--- config.mk ---
export PLATFORM = sky130hd
export DESIGN_NAME = clock_step_controller_flat
export DESIGN_NICKNAME = d
export VERILOG_FILES = /design/src/rtl/clock_step_controller_if.sv /design/src/rtl/clock_step_controller.sv /design/src/flat_wrapper.sv
export SDC_FILE = /design/constraint.sdc
export NUM_CORES = 1
export LEC_CHECK = 0
export CELL_PAD_IN_SITES_DETAIL_PLACEMENT = 1
export CELL_PAD_IN_SITES_GLOBAL_PLACEMENT = 1
export CORE_MARGIN = 2
export CORE_UTILIZATION = 37
export DETAILED_ROUTE_END_ITERATION = 8
export HOLD_SLACK_MARGIN = 0.1
export PLACE_DENSITY = 0.76
export SLEW_MARGIN = 20
export SYNTH_ARGS = -nofsm -noshare
export SYNTH_HDL_FRONTEND = slang
export SYNTH_SLANG_ARGS = --single-unit
--- constraint.sdc ---
create_clock -name clock -period 5.4 [get_ports clock]
set_input_delay 1.62 -clock clock [delete_from_list [all_inputs] [get_ports clock]]
set_output_delay 1.62 -clock clock [all_outputs]
set_load 0.1 [all_outputs]
--- src/rtl/clock_step_controller_if.sv ---
// Board-side signals of the execution controller: raw keys, rate/halt inputs, and core enable/status.
// core_clock_enable is a one-cycle advance strobe; there is no valid/ready handshake on this bus.
interface clock_step_controller_if;
  logic        key_step_n;
  logic        key_mode_n;
  logic [3:0]  div_sel;
  logic        core_halt;
  logic        core_clock_enable;
  logic        run_mode;
  logic [31:0] cycle_count;
  logic [1:0]  dbg_state;

  modport master (
    output key_step_n, key_mode_n, div_sel, core_halt,
    input  core_clock_enable, run_mode, cycle_count, dbg_state
  );

  modport slave (
    input  key_step_n, key_mode_n, div_sel, core_halt,
    output core_clock_enable, run_mode, cycle_count, dbg_state
  );
endinterface

--- src/rtl/clock_step_controller.sv ---
// Debounces the step/mode keys and issues one-cycle core advance pulses in STEP or RUN mode,
// counting every pulse issued. The core stays on `clock` and qualifies updates with the pulse.
module clock_step_controller #(
  parameter int unsigned DEBOUNCE_CYCLES   = 1000000,
  parameter int unsigned RESET_HOLD_CYCLES = 16
) (
  input logic                   clock,
  input logic                   reset_n,
  clock_step_controller_if.slave bus
);

  localparam int unsigned DB_W   = $clog2(DEBOUNCE_CYCLES + 1);
  localparam int unsigned HOLD_W = $clog2(RESET_HOLD_CYCLES + 1);
  localparam logic [DB_W-1:0]   DB_LAST   = DB_W'(DEBOUNCE_CYCLES - 1);
  localparam logic [HOLD_W-1:0] HOLD_LAST = HOLD_W'(RESET_HOLD_CYCLES - 1);

  typedef enum logic [1:0] {
    ST_HOLD = 2'd0,
    ST_STEP = 2'd1,
    ST_RUN  = 2'd2
  } state_t;

  // Index 0 is the step key, index 1 the mode key.
  logic [1:0]            sync1_q, sync2_q;
  logic [1:0]            level_q, level_d, level_dly_q;
  logic [1:0]            press_q;
  logic [1:0][DB_W-1:0]  db_cnt_q, db_cnt_d;

  state_t                state_q;
  logic [HOLD_W-1:0]     hold_cnt_q;
  logic [14:0]           div_cnt_q;
  logic [3:0]            sel_q;
  logic [14:0]           period_m1;
  logic                  en_q, en_d;
  logic                  run_q;
  logic [31:0]           cycle_count_q, cycle_count_d;

  logic step_press, mode_press, leave_run;

  assign step_press = press_q[0];
  assign mode_press = press_q[1];
  assign leave_run  = mode_press | bus.core_halt;
  assign period_m1  = 15'((16'd1 << sel_q) - 16'd1);

  // A level is accepted only after DEBOUNCE_CYCLES consecutive disagreeing samples.
  always_comb begin
    level_d  = level_q;
    db_cnt_d = '0;
    for (int k = 0; k < 2; k++) begin
      if (sync2_q[k] != level_q[k]) begin
        if (db_cnt_q[k] == DB_LAST) level_d[k] = sync2_q[k];
        else db_cnt_d[k] = db_cnt_q[k] + DB_W'(1);
      end
    end
  end

  always_ff @(posedge clock or negedge reset_n) begin
    if (!reset_n) begin
      sync1_q     <= '1;
      sync2_q     <= '1;
      level_q     <= '1;
      level_dly_q <= '1;
      press_q     <= '0;
      db_cnt_q    <= '0;
    end else begin
      sync1_q     <= {bus.key_mode_n, bus.key_step_n};
      sync2_q     <= sync1_q;
      level_q     <= level_d;
      level_dly_q <= level_q;
      press_q     <= level_dly_q & ~level_q;
      db_cnt_q    <= db_cnt_d;
    end
  end

  // The pulse is suppressed in the cycle RUN is left, so halt wins over a coincident wrap.
  always_comb begin
    en_d = 1'b0;
    if (state_q == ST_STEP && step_press) en_d = 1'b1;
    if (state_q == ST_RUN && !leave_run && div_cnt_q == period_m1) en_d = 1'b1;
    cycle_count_d = cycle_count_q + 32'(en_d);
  end

  always_ff @(posedge clock or negedge reset_n) begin
    if (!reset_n) begin
      state_q    <= ST_HOLD;
      hold_cnt_q <= '0;
      div_cnt_q  <= '0;
      sel_q      <= '0;
      en_q       <= 1'b0;
      run_q      <= 1'b0;
    end else begin
      en_q <= en_d;
      case (state_q)
        ST_HOLD: begin
          if (hold_cnt_q == HOLD_LAST) state_q <= ST_STEP;
          else hold_cnt_q <= hold_cnt_q + HOLD_W'(1);
        end
        ST_STEP: begin
          if (mode_press && !bus.core_halt) begin
            state_q   <= ST_RUN;
            run_q     <= 1'b1;
            div_cnt_q <= '0;
            sel_q     <= bus.div_sel;
          end
        end
        ST_RUN: begin
          if (leave_run) begin
            state_q <= ST_STEP;
            run_q   <= 1'b0;
          end else if (div_cnt_q == period_m1) begin
            div_cnt_q <= '0;
            sel_q     <= bus.div_sel;
          end else begin
            div_cnt_q <= div_cnt_q + 15'd1;
          end
        end
        default: state_q <= ST_HOLD;
      endcase
    end
  end

  always_ff @(posedge clock or negedge reset_n) begin
    if (!reset_n) cycle_count_q <= '0;
    else          cycle_count_q <= cycle_count_d;
  end

  assign bus.core_clock_enable = en_q;
  assign bus.run_mode          = run_q;
  assign bus.cycle_count       = cycle_count_q;
  assign bus.dbg_state         = state_q;

endmodule

--- src/flat_wrapper.sv ---
// flat-port wrapper written by rule: the top's interface ports become plain ports
module clock_step_controller_flat 
#(
  parameter int unsigned DEBOUNCE_CYCLES   = 1000000,
  parameter int unsigned RESET_HOLD_CYCLES = 16
)
  (clock, reset_n, bus_key_step_n, bus_key_mode_n, bus_div_sel, bus_core_halt, bus_core_clock_enable, bus_run_mode, bus_cycle_count, bus_dbg_state);
  clock_step_controller_if bus_i ();
  input logic clock;
  input logic reset_n;
  input wire logic [$bits(bus_i.key_step_n)-1:0] bus_key_step_n;
  input wire logic [$bits(bus_i.key_mode_n)-1:0] bus_key_mode_n;
  input wire logic [$bits(bus_i.div_sel)-1:0] bus_div_sel;
  input wire logic [$bits(bus_i.core_halt)-1:0] bus_core_halt;
  output wire logic [$bits(bus_i.core_clock_enable)-1:0] bus_core_clock_enable;
  output wire logic [$bits(bus_i.run_mode)-1:0] bus_run_mode;
  output wire logic [$bits(bus_i.cycle_count)-1:0] bus_cycle_count;
  output wire logic [$bits(bus_i.dbg_state)-1:0] bus_dbg_state;
  assign bus_i.key_step_n = bus_key_step_n;
  assign bus_i.key_mode_n = bus_key_mode_n;
  assign bus_i.div_sel = bus_div_sel;
  assign bus_i.core_halt = bus_core_halt;
  assign bus_core_clock_enable = bus_i.core_clock_enable;
  assign bus_run_mode = bus_i.run_mode;
  assign bus_cycle_count = bus_i.cycle_count;
  assign bus_dbg_state = bus_i.dbg_state;
  clock_step_controller #(.DEBOUNCE_CYCLES(DEBOUNCE_CYCLES), .RESET_HOLD_CYCLES(RESET_HOLD_CYCLES)) u_core (.clock(clock), .reset_n(reset_n), .bus(bus_i));
endmodule
**After elaboration in Yosys (flattened, before gate mapping)**

Cells that the tools add are included.

- Shift-type cells: 1
- Muxes and demuxes: 21
- Equal/unequal tests: 13
- Reduce and logical (&&, ||, !) cells: 15
- Bitwise logic cells: 4
- Add/sub/neg operators: 6

Operators by type and width:

| cell | count |
|---|---|
| 20-bit 2-to-1 mux | 4 |
| 15-bit 2-to-1 mux | 3 |
| 20-bit by 1-bit adder with 20-bit output (second input constant) | 2 |
| 20-bit equality test (second input constant) | 2 |
| 32-bit by 1-bit adder with 32-bit output | 1 |
| 15-bit one-hot mux with 2 select lines | 1 |
| 15-bit by 1-bit adder with 15-bit output (second input constant) | 1 |
| 15-bit equality test | 1 |
| 1-bit by 4-bit left shift with 15-bit output (first input constant) | 1 |
| 15-bit by 1-bit subtractor with 15-bit output (second input constant) | 1 |
| 4-bit 2-to-1 mux | 3 |
| 3-bit AND reduction | 3 |
| 4-bit one-hot mux with 2 select lines | 1 |
| 2-bit 2-to-1 mux | 3 |
| 2-bit != test (second input constant) | 3 |
| 2-bit one-hot mux with 3 select lines | 1 |
| 2-bit AND reduction | 3 |
| 5-bit by 1-bit adder with 5-bit output (second input constant) | 1 |
| 5-bit by 4-bit equality test with 1-bit output (second input constant) | 1 |
| 1-bit logical AND | 4 |
| 1-bit 2-to-1 mux | 4 |
| 2-bit by 1-bit != test with 1-bit output (second input constant) | 2 |
| 4-bit AND reduction | 1 |
| 2-bit bitwise AND | 1 |
| other kinds (10) | 12 |

- Bits of input ports: 9
- Word-level logic and storage cells: 75
- Output and inout port bits: 36
- Register bits: 110

**Longest topological paths before layout**

- Word-level depth: 6
- Depth in mapped cells: 19
- Gate-level depth less buffers: 16

**Worst setup path before layout**

OpenSTA, ideal clock, no wires.

- Path type: register to register
- Start point: register u_core.sel_q[3]
- End point: register u_core.cycle_count_q[28] (netlist: u_core.bus.cycle_count[28])
- Period minus slack after synthesis: 4.137 ns
- Path buffers: 3
- Setup time: 0.163 ns
- Data required time: 5.237 ns
- Slack: 1.263 ns
- Arrival time: 3.974 ns
- Cell stages (with the launch flop): 19
- Cells stage by stage: dfrtp_1 buf_2 clkbuf_1 nand3b_1 ha_1 buf_2 xnor2_1 a31oi_1 xor2_1 nand4_1 or3_1 o41ai_1 ha_1 ha_1 nand2_1 nor4_1 nand3_1 nor4_1 xor2_1

- Cells in the longest elaborated chain, start to end: 6

Ends and longest elaborated chain:

| element | line | RTL |
|---|---|---|
| start: declaration | clock_step_controller.sv:32 | `logic [3:0] sel_q;` |
| start signal: assignment | clock_step_controller.sv:103 | `sel_q <= bus.div_sel;` |
| start signal: assignment | clock_step_controller.sv:112 | `sel_q <= bus.div_sel;` |
| 1-bit by 4-bit left shift with 15-bit output | clock_step_controller.sv:43 | `assign period_m1 = 15'((16'd1 << sel_q) - 16'd1);` |
| 15-bit by 1-bit subtractor with 15-bit output | clock_step_controller.sv:43 |  |
| 15-bit equality test | clock_step_controller.sv:79 | `if (state_q == ST_RUN && !leave_run && div_cnt_q == period_m1) en_d = 1'b1;` |
| 1-bit logical AND | clock_step_controller.sv:79 |  |
| 1-bit 2-to-1 mux | clock_step_controller.sv:79 |  |
| named net u_core.en_d | clock_step_controller.sv:34 | `logic en_q, en_d;` |
| 32-bit by 1-bit adder with 32-bit output | clock_step_controller.sv:80 | `cycle_count_d = cycle_count_q + 32'(en_d);` |
| named net u_core.cycle_count_d[28] | clock_step_controller.sv:36 | `logic [31:0] cycle_count_q, cycle_count_d;` |
| end signal: assignment | clock_step_controller.sv:124 | `else cycle_count_q <= cycle_count_d;` |
| end: declaration | clock_step_controller.sv:36 |  |

The timed path passes the listed nets, and every way through them passes these cells.
A chain may end at the register's enable or synchronous reset.

**Final worst setup path**

- Start point: register u_core.sel_q[1]
- End point: register u_core.cycle_count_q[28] (netlist: u_core.bus.cycle_count[28])

The elaborated chain is that of the path after synthesis.

==> reports/metrics.yaml <==
synthArstFlopShare_pct: 100
grt_pass1_vias: 4363
min_path_type: "reg2reg"
finalSetupTns_ns: 0
h-tree-depth: 3
leakage_nw: 2.73
cts_root_buf: "clkbuf_16"
worstSetupStartpointType: "flip-flop"
yosysWarnings: 0
route.met3.wl_um: 461
grt_setup_unrepaired: "no"
relSlewSlack_pct: 31.3
cp.arrival_ns: 5.07
cts.clk_slew.worst_paths_ns: 0.08
p_sw_share_pct: 27.3
p_int_mw: 1.24
grt_use_total_pct: 16.8
synth_seq_cells: 110
synth_cell_types: 58
cts_sinks: 110
setup_viol_count_final: 0
viasPerCell: 5.26
placementRows: 44
hold_viol_final: 0
synth_area_um2: 5490
max_freq_ghz: 0.209
wl_met1_um: 5460
dieArea_um2: 15800
firstDrtPassIters: 4
path_class: "reg2reg"
area_growth_pct: 15.5
r2r-start: "u_core.sel_q[1]"
slew_violations: 0
drive_above_1_share_pct: 8.03
power_frac_comb_pct: 10.5
cts_tree: "done"
wl_per_cell_um: 16.2
worstMarginPinSlew_ns: 1.03
crit_required_ns: 5.68
reg2reg_depth: 16
clock_latency_ns: 0.36
critPathLaunch: "u_core.sel_q[1]"
finalWorstPathRequiredPeriod_ns: 4.79
cts_buffer_depth: 2
power.density_nw_per_um2: 270
status: "finished clean"
antenna_found_initial: 0
start_util_pct: 37.7
layout_setup_ws_ns: 0.610
portBuffers: 44
drc: 0
grt_max_degree: 48
coreArea_um2: 14500
routed_wl_um: 12300
wl_met2_um: 6080
cts_hold_buf: 0
finalClockSkew_ns: 0.00878
worst_setup_path_end_kind: "flip-flop"
cap_violations: 0
grt_first_pass_wirelength_um: 21700
pwr-share-seq_pct: 52.1
p_clk_share_pct: 37.4
post-route-period-util_pct: 88.7
vias: 3985
synth_ff_type: "dfrtp_1"
fp.dieW_um: 126
synth.net_count: 546
numCtsBuffers: 9
seq_area_frac_synth_pct: 50.4
hold_start: "u_core.sync1_q[1]"
routabilityCongestion: 0.856
synthTopCellsByArea: "dfrtp_1 (47%), xnor2_1 (7.3%), xor2_1 (6.2%)"
yosysTopAreaCellShare_pct: 46.5
nets: 585
drtIter0Drc: 169
overflow: 0
post-place-ws_ns: 0.427
path_max_fanout: 18
synth.largest_area_cell: "dfrtp_1"
syn-instance-count: 529
dp_hpwl_um: 8790
power_switching_mw: 0.468
avgSynthCellArea_um2: 10.4
highest_layer: "met4"
die_h_um: 126
max-vdd-ir-drop_mv: 0.153
diodes: 0
num_io_pins: 45
synth_edf_count: 0
final_antenna_net_count: 0
hold_depth: 0
metrics by stage:
stage	hold WS (ns)	utilization [%]	instance area [µm²]	cells	total power, mW
after CTS	0.358	43.5	6330	757	1.74
final	0.356	43.6	6330	757	1.71
after global routing	0.367	43.6	6330	757	1.80
after global placement	0.346	41.6	6050	741	1.08
after detailed placement	0.348	41.6	6050	741	1.09
after floorplan	0.345	-	5490	529	1.03
final timing paths:
check | endpoint | slack [ns]
max | u_core.bus.cycle_count[28] | 0.61
min | u_core.sync2_q[1] | 0.36
max reg2reg | u_core.bus.cycle_count[28] | 0.61
min reg2reg | u_core.sync2_q[1] | 0.36
max in group asynchronous | u_core.div_cnt_q[2] | 3.24
min in group asynchronous | u_core.bus.cycle_count[11] | 1.20
critical path: stages (launching register included):
cell	delay (ns)
dfrtp_1	0.70
nor2_1	0.17
nand3b_1	0.13
ha_1	0.45
nor4b_1	0.10
o31a_1	0.29
o21ai_0	0.15
nand4_1	0.22
or3_1	0.44
o41ai_1	0.39
ha_1	0.25
ha_1	0.21
nand2_1	0.12
nor4_2	0.32
nand3_1	0.24
nor4_1	0.32
xor2_1	0.20
power groups by stage:
stage                     Combinational (mW)  Clock, mW  Sequential (mW)
after floorplan                        0.108          0            0.924
after global placement                 0.175          0            0.906
after detailed placement               0.183          0            0.909
after CTS                              0.185      0.665            0.893
after global routing                   0.203      0.698            0.899
final                                  0.180      0.640            0.892
what timing repair did:
action | CTS | global route
setup buffers | 0 | 0
endpoints found under the setup margin | 0 | 1
gates resized for setup | 0 | 1
registers in the layout, summed over array words and instances, names as in the netlist, 4 cells and up:
name and count:
u_core.hold_cnt_q 5, u_core.div_cnt_q 15, u_core.bus.cycle_count 32, u_core.db_cnt_q 40
u_core.sel_q 4
cell usage after synthesis, drive strengths merged, types with 8 or more instances:
| master | count |
|---|---|
| and3 | 12 |
| buf | 13 |
| clkbuf | 8 |
| dfrtp | 102 |
| dfstp | 8 |
| ha | 8 |
| inv | 20 |
| nand2 | 35 |
| nand3 | 25 |
| nand4 | 21 |
| nor2 | 78 |
| nor3 | 10 |
| nor4 | 9 |
| o21ai | 10 |
| xnor2 | 46 |
| xor2 | 39 |
area by class of cell:
cell class,instances,area (µm²)
Clock buffer,11,233
Clock inverter,5,42.5
Fill cell,1637,8200
Inverter,20,75.1
Multi-Input combinational cell,378,2520
Sequential cell,110,2760
Tap cell,184,230
Timing Repair Buffer,49,475
placed cells by master, fill, tap and decap left out, types with 12 or more instances in the layout:
master / synthesis / layout
xnor2_1: 46 / 46
clkdlybuf4s50_1: 0 / 43
and3_1: 12 / 12
nand4_1: 21 / 21
nand2_1: 35 / 35
dfrtp_1: 102 / 102
inv_1: 19 / 19
xor2_1: 39 / 39
nor2_1: 78 / 78
nand3_1: 25 / 25
routing by layer:
| layer | vias up | GRT usage [%] |
|---|---|---|
| li1 | 1892 | - |
| met1 | 2029 | 21.2 |
| met2 | 44 | 28.1 |
| met3 | 20 | 4.72 |
| met4 | 0 | 5.56 |
| met5 | - | 0 |
kinds of logic (layout without fill, tap and decap cells):
| logic type | after synthesis | after routing | share of synthesized area (%) |
|---|---|---|---|
| buffers and inverters | 41 | 85 | 3.88 |
| muxes | 7 | 7 | 1.71 |
| DFF | 110 | 110 | 50.4 |
| xor gates and xnor gates | 85 | 85 | 13.6 |
| adders and majority gates | 8 | 8 | 1.82 |
| AOI/OAI and AO/OA | 47 | 47 | 7.05 |
| and+or+nand+nor | 231 | 231 | 21.6 |
No activity file was read; power rests on OpenSTA's default activity.
